==> config.mk <==
export PLATFORM = sky130hd
export DESIGN_NAME = fifo_reader
export DESIGN_NICKNAME = d
export VERILOG_FILES = /design/src/rtl/fifo_reader.sv
export SDC_FILE = /design/constraint.sdc
export NUM_CORES = 1
export LEC_CHECK = 0
export BUFFER_PORTS_ARGS = -buffer_cell sky130_fd_sc_hd__buf_2
export CAP_MARGIN = 20
export CELL_PAD_IN_SITES_DETAIL_PLACEMENT = 1
export CELL_PAD_IN_SITES_GLOBAL_PLACEMENT = 2
export CORE_MARGIN = 10
export CORE_UTILIZATION = 37
export DETAILED_ROUTE_END_ITERATION = 12
export PLACE_DENSITY_LB_ADDON = 0.1
export SYNTH_ARGS = -nofsm -noshare
export SYNTH_HDL_FRONTEND = slang
export SYNTH_SLANG_ARGS = --single-unit
export TNS_END_PERCENT = 30
==> constraint.sdc <==
create_clock -name clk_i -period 4.8 [get_ports clk_i]
set_clock_uncertainty 0.2 [all_clocks]
set_input_delay 1.44 -clock clk_i [delete_from_list [all_inputs] [get_ports clk_i]]
set_output_delay 1.44 -clock clk_i [all_outputs]
set_load 0.03 [all_outputs]
==> src/rtl/fifo_reader.sv <==
// fifo_reader
//   Read-side controller that drains a FIFO with a 1-cycle registered read port
//   onto a valid/ready stream. A 3-entry skid buffer absorbs the read latency,
//   so one word per cycle can be sustained while the FIFO is never underflowed.
//
// Ports
//   clk_i         in   clock, rising edge
//   rst_ni        in   synchronous active-low reset
//   en_i          in   1: new FIFO reads allowed; 0: stop reading, keep draining
//   fifo_empty_i  in   FIFO empty flag (combinational from FIFO pointers)
//   fifo_data_i   in   FIFO read data, valid the cycle after fifo_rd_en_o
//   fifo_rd_en_o  out  FIFO read strobe
//   valid_o       out  data_o holds a word
//   ready_i       in   sink accepts the word this cycle
//   data_o        out  head word of the skid buffer
//   idle_o        out  buffer empty and no read in flight
//   xfer_cnt_o    out  accepted-word count, wraps modulo 2**CNT_WIDTH
module fifo_reader #(
  parameter int DATA_WIDTH = 8,
  parameter int CNT_WIDTH  = 16
) (
  input  logic                  clk_i,
  input  logic                  rst_ni,
  input  logic                  en_i,
  input  logic                  fifo_empty_i,
  input  logic [DATA_WIDTH-1:0] fifo_data_i,
  output logic                  fifo_rd_en_o,
  output logic                  valid_o,
  input  logic                  ready_i,
  output logic [DATA_WIDTH-1:0] data_o,
  output logic                  idle_o,
  output logic [CNT_WIDTH-1:0]  xfer_cnt_o
);

  localparam int DEPTH = 3;

  logic [1:0]            r_occ;
  logic                  r_inflight;
  logic [1:0]            r_head;
  logic [1:0]            r_tail;
  logic [CNT_WIDTH-1:0]  r_xfer_cnt;
  logic [DATA_WIDTH-1:0] r_mem [DEPTH];

  logic [2:0]            w_level;
  logic                  w_pop;
  logic [1:0]            w_head_next;
  logic [1:0]            w_tail_next;

  // Entries already buffered plus the word still coming out of the FIFO.
  // Reading only while this is below the depth guarantees a free slot.
  assign w_level = {1'b0, r_occ} + {2'b00, r_inflight};

  // Depends only on registered state and FIFO flags; ready_i is not involved.
  assign fifo_rd_en_o = rst_ni & en_i & ~fifo_empty_i & (w_level < 3'd3);

  assign valid_o    = (r_occ != 2'd0);
  assign data_o     = r_mem[r_head];
  assign idle_o     = (r_occ == 2'd0) & ~r_inflight;
  assign xfer_cnt_o = r_xfer_cnt;
  assign w_pop      = valid_o & ready_i;

  // Pointers wrap 2 -> 0 for the 3-entry ring.
  assign w_head_next = (r_head == 2'd2) ? 2'd0 : r_head + 2'd1;
  assign w_tail_next = (r_tail == 2'd2) ? 2'd0 : r_tail + 2'd1;

  always_ff @(posedge clk_i) begin
    if (!rst_ni) begin
      r_occ      <= 2'd0;
      r_inflight <= 1'b0;
      r_head     <= 2'd0;
      r_tail     <= 2'd0;
      r_xfer_cnt <= '0;
    end else begin
      r_inflight <= fifo_rd_en_o;
      // Capture and pop in the same cycle leave occupancy unchanged.
      r_occ      <= r_occ + {1'b0, r_inflight} - {1'b0, w_pop};
      if (r_inflight) begin
        r_tail <= w_tail_next;
      end
      if (w_pop) begin
        r_head     <= w_head_next;
        r_xfer_cnt <= r_xfer_cnt + CNT_WIDTH'(1);
      end
    end
  end

  // One register per buffer slot; cleared on reset so data_o reads 0 afterwards.
  // A word arriving during reset is simply not captured.
  generate
    for (genvar gi = 0; gi < DEPTH; gi++) begin : g_slot
      always_ff @(posedge clk_i) begin
        if (!rst_ni) begin
          r_mem[gi] <= '0;
        end else if (r_inflight && (r_tail == 2'(gi))) begin
          r_mem[gi] <= fifo_data_i;
        end
      end
    end
  endgenerate

endmodule

# [After elaboration in Yosys (flattened, before gate mapping)]
# Memory sizes are Yosys's and may differ from the RTL's. A register that Yosys moved wholly into a read port is not among the register bits.
# Cells that the tools add are included.
[classes] add_sub_neg=6 magnitude_cmp=1 eq_ne=3 n_mux=17 bitwise=10 n_reduce_logical=6
[ops] cell="8-bit 2-to-1 mux" n=3
[ops] cell="16-bit by 1-bit adder with 16-bit output (second input constant)" n=1
[ops] cell="1-bit 2-to-1 mux" n=10
[ops] cell="2-bit 2-to-1 mux" n=4
[ops] cell="1-bit AND" n=5
[ops] cell="2-bit by 1-bit adder with 2-bit output (second input constant)" n=2
[ops] cell="2-bit == test (second input constant)" n=2
[ops] cell="2-bit zero test" n=2
[ops] cell="2-bit by 1-bit adder with 3-bit output" n=1
[ops] cell="1-bit logical AND" n=3
[ops] cell="3-bit by 2-bit < comparator with 1-bit output (second input constant)" n=1
[ops] cell="1-bit OR" n=3
[ops] cell="2-bit by 1-bit adder with 2-bit output" n=1
[ops] cell="2-bit by 1-bit == test with 1-bit output (second input constant)" n=1
[ops] cell="1-bit inverter" n=2
[ops] cell="2-bit nonzero test" n=1
[ops] cell="2-bit by 1-bit subtractor with 2-bit output" n=1
[word_totals] register_bits=23 ramBits=24 input_bits=13 out_inout_bits=27 word_cells=49 memories=1
[memory_table] name="r_mem" depth=3 width=8 rd=1 rd_ports_with_merged_regs=1 write_ports=3 line="42" rtl="logic [DATA_WIDTH-1:0] r_mem [DEPTH];"

# [Longest topological paths before layout]
# Gate-level depths: netlist of run 1.
[depth] word_depth=6 depth_mapped=6

# [Worst setup path after synthesis of run 1]
# OpenSTA, ideal clock, no wires.
[synth_path] path_kind="input port to output port" startpoint="input port rst_ni" endpoint="output port fifo_rd_en_o" arrival_ps=3033 required_time_ps=3160 slack_ps=127 stages=2 n_path_buf=0 cell_sequence="nand2_1 -> a2111oi_0"
[synth_between] elab_chain_cells=3
[synth_lines] item="start, declared" line="23" rtl="input logic rst_ni,"
[synth_lines] item="1-bit AND (3 in series)" line="54" rtl="assign fifo_rd_en_o = rst_ni & en_i & ~fifo_empty_i & (w_level < 3'd3);"
[synth_lines] item="end, declared" line="27" rtl="output logic fifo_rd_en_o,"
# No other way between the ends.

# [Final worst setup path of run 1]
# Same ends and word-level chain as after synthesis.

==> results.sh, run 1 <==
export IMPL_area_growth_pct=17.9
export IMPL_synth_compound_area_frac=0.0823
export IMPL_grt_pass1_wl_mm=7.98
export IMPL_nFillCells=649
export IMPL_dieHeight_um=96.1
export IMPL_synthSimpleGateAreaFrac=0.220
export IMPL_yosysUniqueCellTypes=35
export IMPL_die_x_um=96.1
export IMPL_cts_hold_buffers_added=0
export IMPL_postRouteAntennaNets=0
export IMPL_grt_max_degree=26
export IMPL_yosysTopAreaCellShare=0.336
export IMPL_crit_path_max_fanout=7
export IMPL_slew_viol_final=0
export IMPL_layout_min_cycle_time_ns=3.92
export IMPL_period_share=0.817
export IMPL_drtIter0Drc=48
export IMPL_syn_area_mm2=0.00214
export IMPL_fin_ws_ns=0.881
export IMPL_post_cts_buffers=0
export IMPL_ys_flop_type="dfxtp_1"
export IMPL_synthCells=197
export IMPL_maxSlewHeadroom=0.469
export IMPL_cp_data_required_time_ns=3.16
export IMPL_grt_pass1_vias=1661
export IMPL_pre_cts_ws_ns=0.861
export IMPL_ys_seq_area_frac=0.570
export IMPL_ys_ff_latch=49
export IMPL_synth_top_family_by_area="simple AND/OR/NAND/NOR gates"
export IMPL_ys_warnings_count=0
export IMPL_grt_overflow_total=0
export IMPL_core_area_mm2=0.00557
export IMPL_cts_tree="yes"
export IMPL_finalSetupViolations=0
export IMPL_fmax_ghz=0.255
export IMPL_clk_path_buf_depth=2
export IMPL_htreeDepth=2
export IMPL_viasPerCell=5.10
export IMPL_dieArea_mm2=0.00924
export IMPL_vias=1590
export IMPL_cp_end_kind="output port"
export IMPL_initial_core_util=0.385
export IMPL_startpoint_type="input pin"
export IMPL_final_nets=256
export IMPL_synthMuxAreaShare=0.0473
export IMPL_cts_buffers=5
export IMPL_maxCapViolations=0
export IMPL_drive_above_1_share=0.221
export IMPL_power_density_mw_per_mm2=398
export IMPL_final_area_mm2=0.00253
export IMPL_drt_wl_total_mm=4.95
export IMPL_post_cts_resize_count=0
export IMPL_clock_sink_count=49
export IMPL_dp_hpwl_mm=3.66
export IMPL_drcViolationCount=0
export IMPL_setup_total_negative_slack_ns=0
export IMPL_io_pins=40
export IMPL_placementRows=27
export IMPL_power_total_mw=1.01
export IMPL_status="finished, final reports clean"
export IMPL_yosys_area_share_adder=0.0234
export IMPL_worst_hold_path_type="register to register"
export IMPL_diodes=0
export IMPL_synthXorXnorAreaFrac=0.0450
export IMPL_portBuffers=39
export IMPL_place_area_mm2=0.00242
export IMPL_synthTopCellsByArea="edfxtp_1, dfxtp_1, and2_1"
export IMPL_clkTransAtPathRegs_ns=0.08
export IMPL_power_leakage_nw=1.04
export IMPL_yosysTopAreaCell="edfxtp_1"
export IMPL_synthesis_area_per_instance_um2=10.9
export IMPL_vdd_ir_drop_worst_mv=0.182
export IMPL_synth_common_cells="and2_1, dfxtp_1, edfxtp_1, nor2_1, nand2_1"
export IMPL_path_class="input pin to output port"
export IMPL_synth_edf_count=24
export IMPL_drt_pass1_iterations=4
export IMPL_clockRootBuffer="clkbuf_8"
export IMPL_arrival_ns=2.28
export IMPL_hold_viol_final=0
export IMPL_antenna_found_initial=0
export IMPL_worst_pin_slew_ns=0.790
export IMPL_rsz0062_at_grt="no"
export IMPL_postSynthNetCount=214
export IMPL_place_congestion=0.745
export IMPL_routedWlPerCell_um=15.9
export IMPL_synth_async_reset_ratio=0
export IMPL_grt_use_total=0.110
export IMPL_insertion_delay_ns=0.30
export IMPL_holdWs_ns=0.288
==> critical path, stage by stage <==
cell       delay (ns)
buf_2            0.16
nand2_1          0.10
a2111oi_0        0.32
buf_2            0.26
==> placed cells by master, fill, tap and decap left out, types with 2 or more instances in the layout <==
cell,n
nand3_1,4
mux2i_1,9
nand2_1,16
o21ai_0,15
nand4_1,3
xnor2_1,2
and2_1,25
a2111oi_0,2
or3_1,6
xor2_1,9
dfxtp_1,25
buf_2,39
ha_1,4
nor3_1,2
clkbuf_8,5
a21oi_1,10
edfxtp_1,24
nor2_1,17
nand2b_1,2
==> per-stage QoR <==
stage | cells | utilization
6_report | 312 | 0.453
3_5_place_dp | 304 | 0.434
4_1_cts | 312 | 0.453
2_1_floorplan | 197 | -
5_1_grt | 312 | 0.453
3_3_place_gp | 304 | 0.434
==> where the power goes <==
part           switching, mW  leakage [nW]  total [mW]  internal (mW)
sequential            0.0382         0.451       0.505          0.467
clock                  0.136        0.0518       0.289          0.153
combinational          0.138         0.537       0.213         0.0756
==> flip-flops by register name, indices dropped and copies added (netlist names), named ones only <==
| signal | count |
|---|---|
| r_occ | 2 |
| r_head | 2 |
| r_mem | 24 |
| xfer_cnt_o | 16 |
| r_inflight | 1 |
| r_tail | 2 |
==> final cells by class <==
class                           count  area [um^2]  area share
Sequential cell                    49         1220       0.483
Multi-Input combinational cell    141          896       0.354
Timing Repair Buffer               40          203      0.0802
Inverter                            2         7.51     0.00297
Tap cell                           72         90.1      0.0356
Clock buffer                        5         68.8      0.0272
Clock inverter                      3         41.3      0.0163
==> worst paths after layout <==
check	from	end	slack, ns	depth (start not counted)
hold / removal	xfer_cnt_o[15]	xfer_cnt_o[15]	0.29	2
hold reg to reg	xfer_cnt_o[15]	xfer_cnt_o[15]	0.29	2
setup / recovery	rst_ni	fifo_rd_en_o	0.88	4
setup reg to reg	r_occ[1]	r_occ[1]	2.61	6
==> logic make-up (layout without fill, tap and decap cells) <==
family                   after synthesis  count (layout)
buffers and inverters                  7              50
flip-flops                            49              49
multiplexers                          10              10
adder cells (fa/ha/maj)                4               4
XOR/XNOR                              11              11
AO/OA/AOI/OAI                         31              31
AND/OR/NAND/NOR                       85              85
==> routing by layer <==
metal  track usage  vias to the layer above  wire (um)
met3        0.0342                        7        241
met1         0.112                      775       1980
met2         0.209                       29       2670
met5             0                        -          0
li1              -                      779          -
met4        0.0332                        0         58
Note: power is estimated with default switching activity, not from simulation.
==> run 2: changes to the inputs <==
Settings changed: ABC_AREA set to 1, CORE_UTILIZATION 37 to 30.
Clock period 4.8 ns to 3.2 ns, I/O delays scaled along.
==> run 2 against run 1 <==
Effect of this change:
- count of clock-buffer cells in the layout grew 1
- die area increased by 28%
- clock power increased by 24%
- highest routed layer unchanged
- total power increased by 54%
- first-iteration DRC count down 42%
==> results.sh, run 2 <==
export IMPL_min_from="xfer_cnt_o[0]"
export IMPL_synth_async_reset_ratio=0
export IMPL_area_growth_pct=16.9
export IMPL_grt_max_degree=24
export IMPL_rsz0062_at_grt="no"
export IMPL_maxSlewHeadroom=0.416
export IMPL_maxCapViolations=0
export IMPL_dieHeight_um=109
export IMPL_synthTopCellsByArea="edfxtp_1, dfxtp_1, nor2_1"
export IMPL_die_x_um=109
export IMPL_post_cts_resize_count=0
export IMPL_synthCells=264
export IMPL_core_area_mm2=0.00769
export IMPL_whs_path_depth=1
export IMPL_largest_reg_flops=24
export IMPL_finalSetupViolations=0
export IMPL_multi_input_area_um2=977
export IMPL_insertion_delay_ns=0.29
export IMPL_placementRows=32
export IMPL_dp_hpwl_mm=4.17
export IMPL_initial_core_util=0.306
export IMPL_place_congestion=0.686
export IMPL_worst_hold_path_type="register to register"
export IMPL_drtIter0Drc=28
export IMPL_vias=1857
export IMPL_synthesis_area_per_instance_um2=8.91
export IMPL_viasPerCell=4.55
export IMPL_crit_path_max_fanout=7
export IMPL_yosysTopAreaCell="edfxtp_1"
export IMPL_nFillCells=932
export IMPL_clk_path_buf_depth=2
export IMPL_cts_tree="yes"
export IMPL_cts_buffers=5
export IMPL_io_pins=40
export IMPL_r2r_cells=2
export IMPL_ys_ff_latch=49
export IMPL_grt_pass1_wl_mm=9.48
export IMPL_postRouteAntennaNets=0
export IMPL_arrival_ns=1.77
export IMPL_antenna_found_initial=0
export IMPL_drt_wl_total_mm=5.63
export IMPL_dieArea_mm2=0.0118
export IMPL_drcViolationCount=0
export IMPL_final_nets=322
export IMPL_placed_cells=400
export IMPL_clock_sink_count=49
export IMPL_grt_use_total=0.100
export IMPL_largest_register="r_mem"
export IMPL_power_leakage_nw=1.18
export IMPL_yosysTopAreaCellShare=0.307
export IMPL_worstReg2RegStart="r_inflight"
export IMPL_htreeDepth=2
export IMPL_period_share=0.917
export IMPL_clockRootBuffer="clkbuf_8"
export IMPL_cp_end_kind="output port"
export IMPL_grt_pass1_vias=1980
export IMPL_reg2reg_setup_slack_ns=1.30
export IMPL_syn_area_mm2=0.00235
export IMPL_portBuffers=39
export IMPL_cts_hold_buffers_added=0
export IMPL_met1_usage=0.110
export IMPL_synth_common_cells="nor2_1, nand2_1, inv_1, a21oi_1, dfxtp_1"
export IMPL_grt_busiest_layer="met2"
export IMPL_drt_pass1_iterations=4
export IMPL_ys_warnings_count=0
export IMPL_final_cell_mix="nor2_1, nand2_1, buf_2, inv_1"
export IMPL_vdd_ir_drop_worst_mv=0.174
export IMPL_r2r_end="r_mem[2][6]"
export IMPL_hold_end="xfer_cnt_o[0]"
export IMPL_layout_min_cycle_time_ns=2.93
export IMPL_grt_overflow_total=0
export IMPL_worst_pin_slew_ns=0.871
export IMPL_hold_viol_final=0
export IMPL_grtUsageMet3=0.0351
export IMPL_yosysUniqueCellTypes=34
export IMPL_area_sequential_mm2=0.00122
export IMPL_status="finished, final reports clean"
export IMPL_routedWlPerCell_um=13.8
export IMPL_cp_data_required_time_ns=2.04
export IMPL_grt_use_met2=0.179
export IMPL_synth_edf_count=24
export IMPL_ys_flop_type="dfxtp_1"
export IMPL_drive_above_1_share=0.252
export IMPL_fmax_ghz=0.341
export IMPL_ys_seq_area_frac=0.519
export IMPL_diodes=0
export IMPL_slew_viol_final=0
export IMPL_startpoint_type="register"
export IMPL_layout_cells_non_filler=408
export IMPL_synth_most_common_cell="nor2_1"
export IMPL_layout_commonest_cell="nor2_1"
export IMPL_clkTransAtPathRegs_ns=0.09
export IMPL_setup_total_negative_slack_ns=0
export IMPL_post_cts_buffers=0
export IMPL_postSynthNetCount=281
export IMPL_path_class="register to output port"
export IMPL_power_density_mw_per_mm2=564
[run 2: worst max-delay path: stages (launching register included)]
cell and delay, ns:
dfxtp_1 0.46, ha_1 0.19, ha_1 0.24, a2111oi_2 0.34, buf_2 0.25
[run 2: metrics by stage]
step	power (mW)	hold slack, ns	setup WS [ns]	utilization	instance area (um^2)
6_report	1.55	0.309	0.265	0.357	2750
5_1_grt	1.65	0.349	0.106	0.357	2750
4_1_cts	1.59	0.321	0.227	0.357	2750
3_5_place_dp	1.22	0.301	0.402	0.346	2660
3_3_place_gp	1.22	0.284	0.415	0.346	2660
2_1_floorplan	1.09	0.273	0.231	-	2360
[run 2: cell type report]
type	count	share of cell area
Multi-Input combinational cell	175	0.356
Clock buffer	6	0.0264
Clock inverter	2	0.00546
Sequential cell	49	0.444
Inverter	34	0.0478
Tap cell	102	0.0464
Timing Repair Buffer	40	0.0738
[run 2: worst max path at each step]
stage	depth (start not counted)	slack [ns]	end	startpoint
after floorplan	3	0.23	fifo_rd_en_o	rst_ni
after global placement	3	0.41	fifo_rd_en_o	fifo_empty_i
after detailed placement	3	0.40	fifo_rd_en_o	fifo_empty_i
after CTS	4	0.23	fifo_rd_en_o	r_inflight
after global routing	4	0.11	fifo_rd_en_o	r_inflight
final	4	0.27	fifo_rd_en_o	r_inflight
[run 2: power by group]
| part | internal [mW] | leakage, nW | switching, mW |
|---|---|---|---|
| registers | 0.702 | 0.452 | 0.0511 |
| logic | 0.131 | 0.687 | 0.310 |
| clock network | 0.154 | 0.0374 | 0.203 |
[run 2: per-layer routing]
metal	part of all wire	wire, um	vias to the layer above
met5	0	0	-
met4	0.0052	29	0
met3	0.051	289	2
met2	0.51	2860	29
met1	0.43	2450	873
li1	-	-	953
[run 2: cells by family (layout without fill, tap and decap cells)]
group                    count (synthesis)  count (layout)  share of synthesized area
buffers and inverters                   40              82                     0.0697
XOR/XNOR                                 1               1                    0.00373
flip-flops                              49              49                      0.519
adder cells (fa/ha/maj)                  4               4                     0.0213
AND/OR/NAND/NOR                        125             125                      0.272
AO/OA/AOI/OAI                           45              45                      0.113
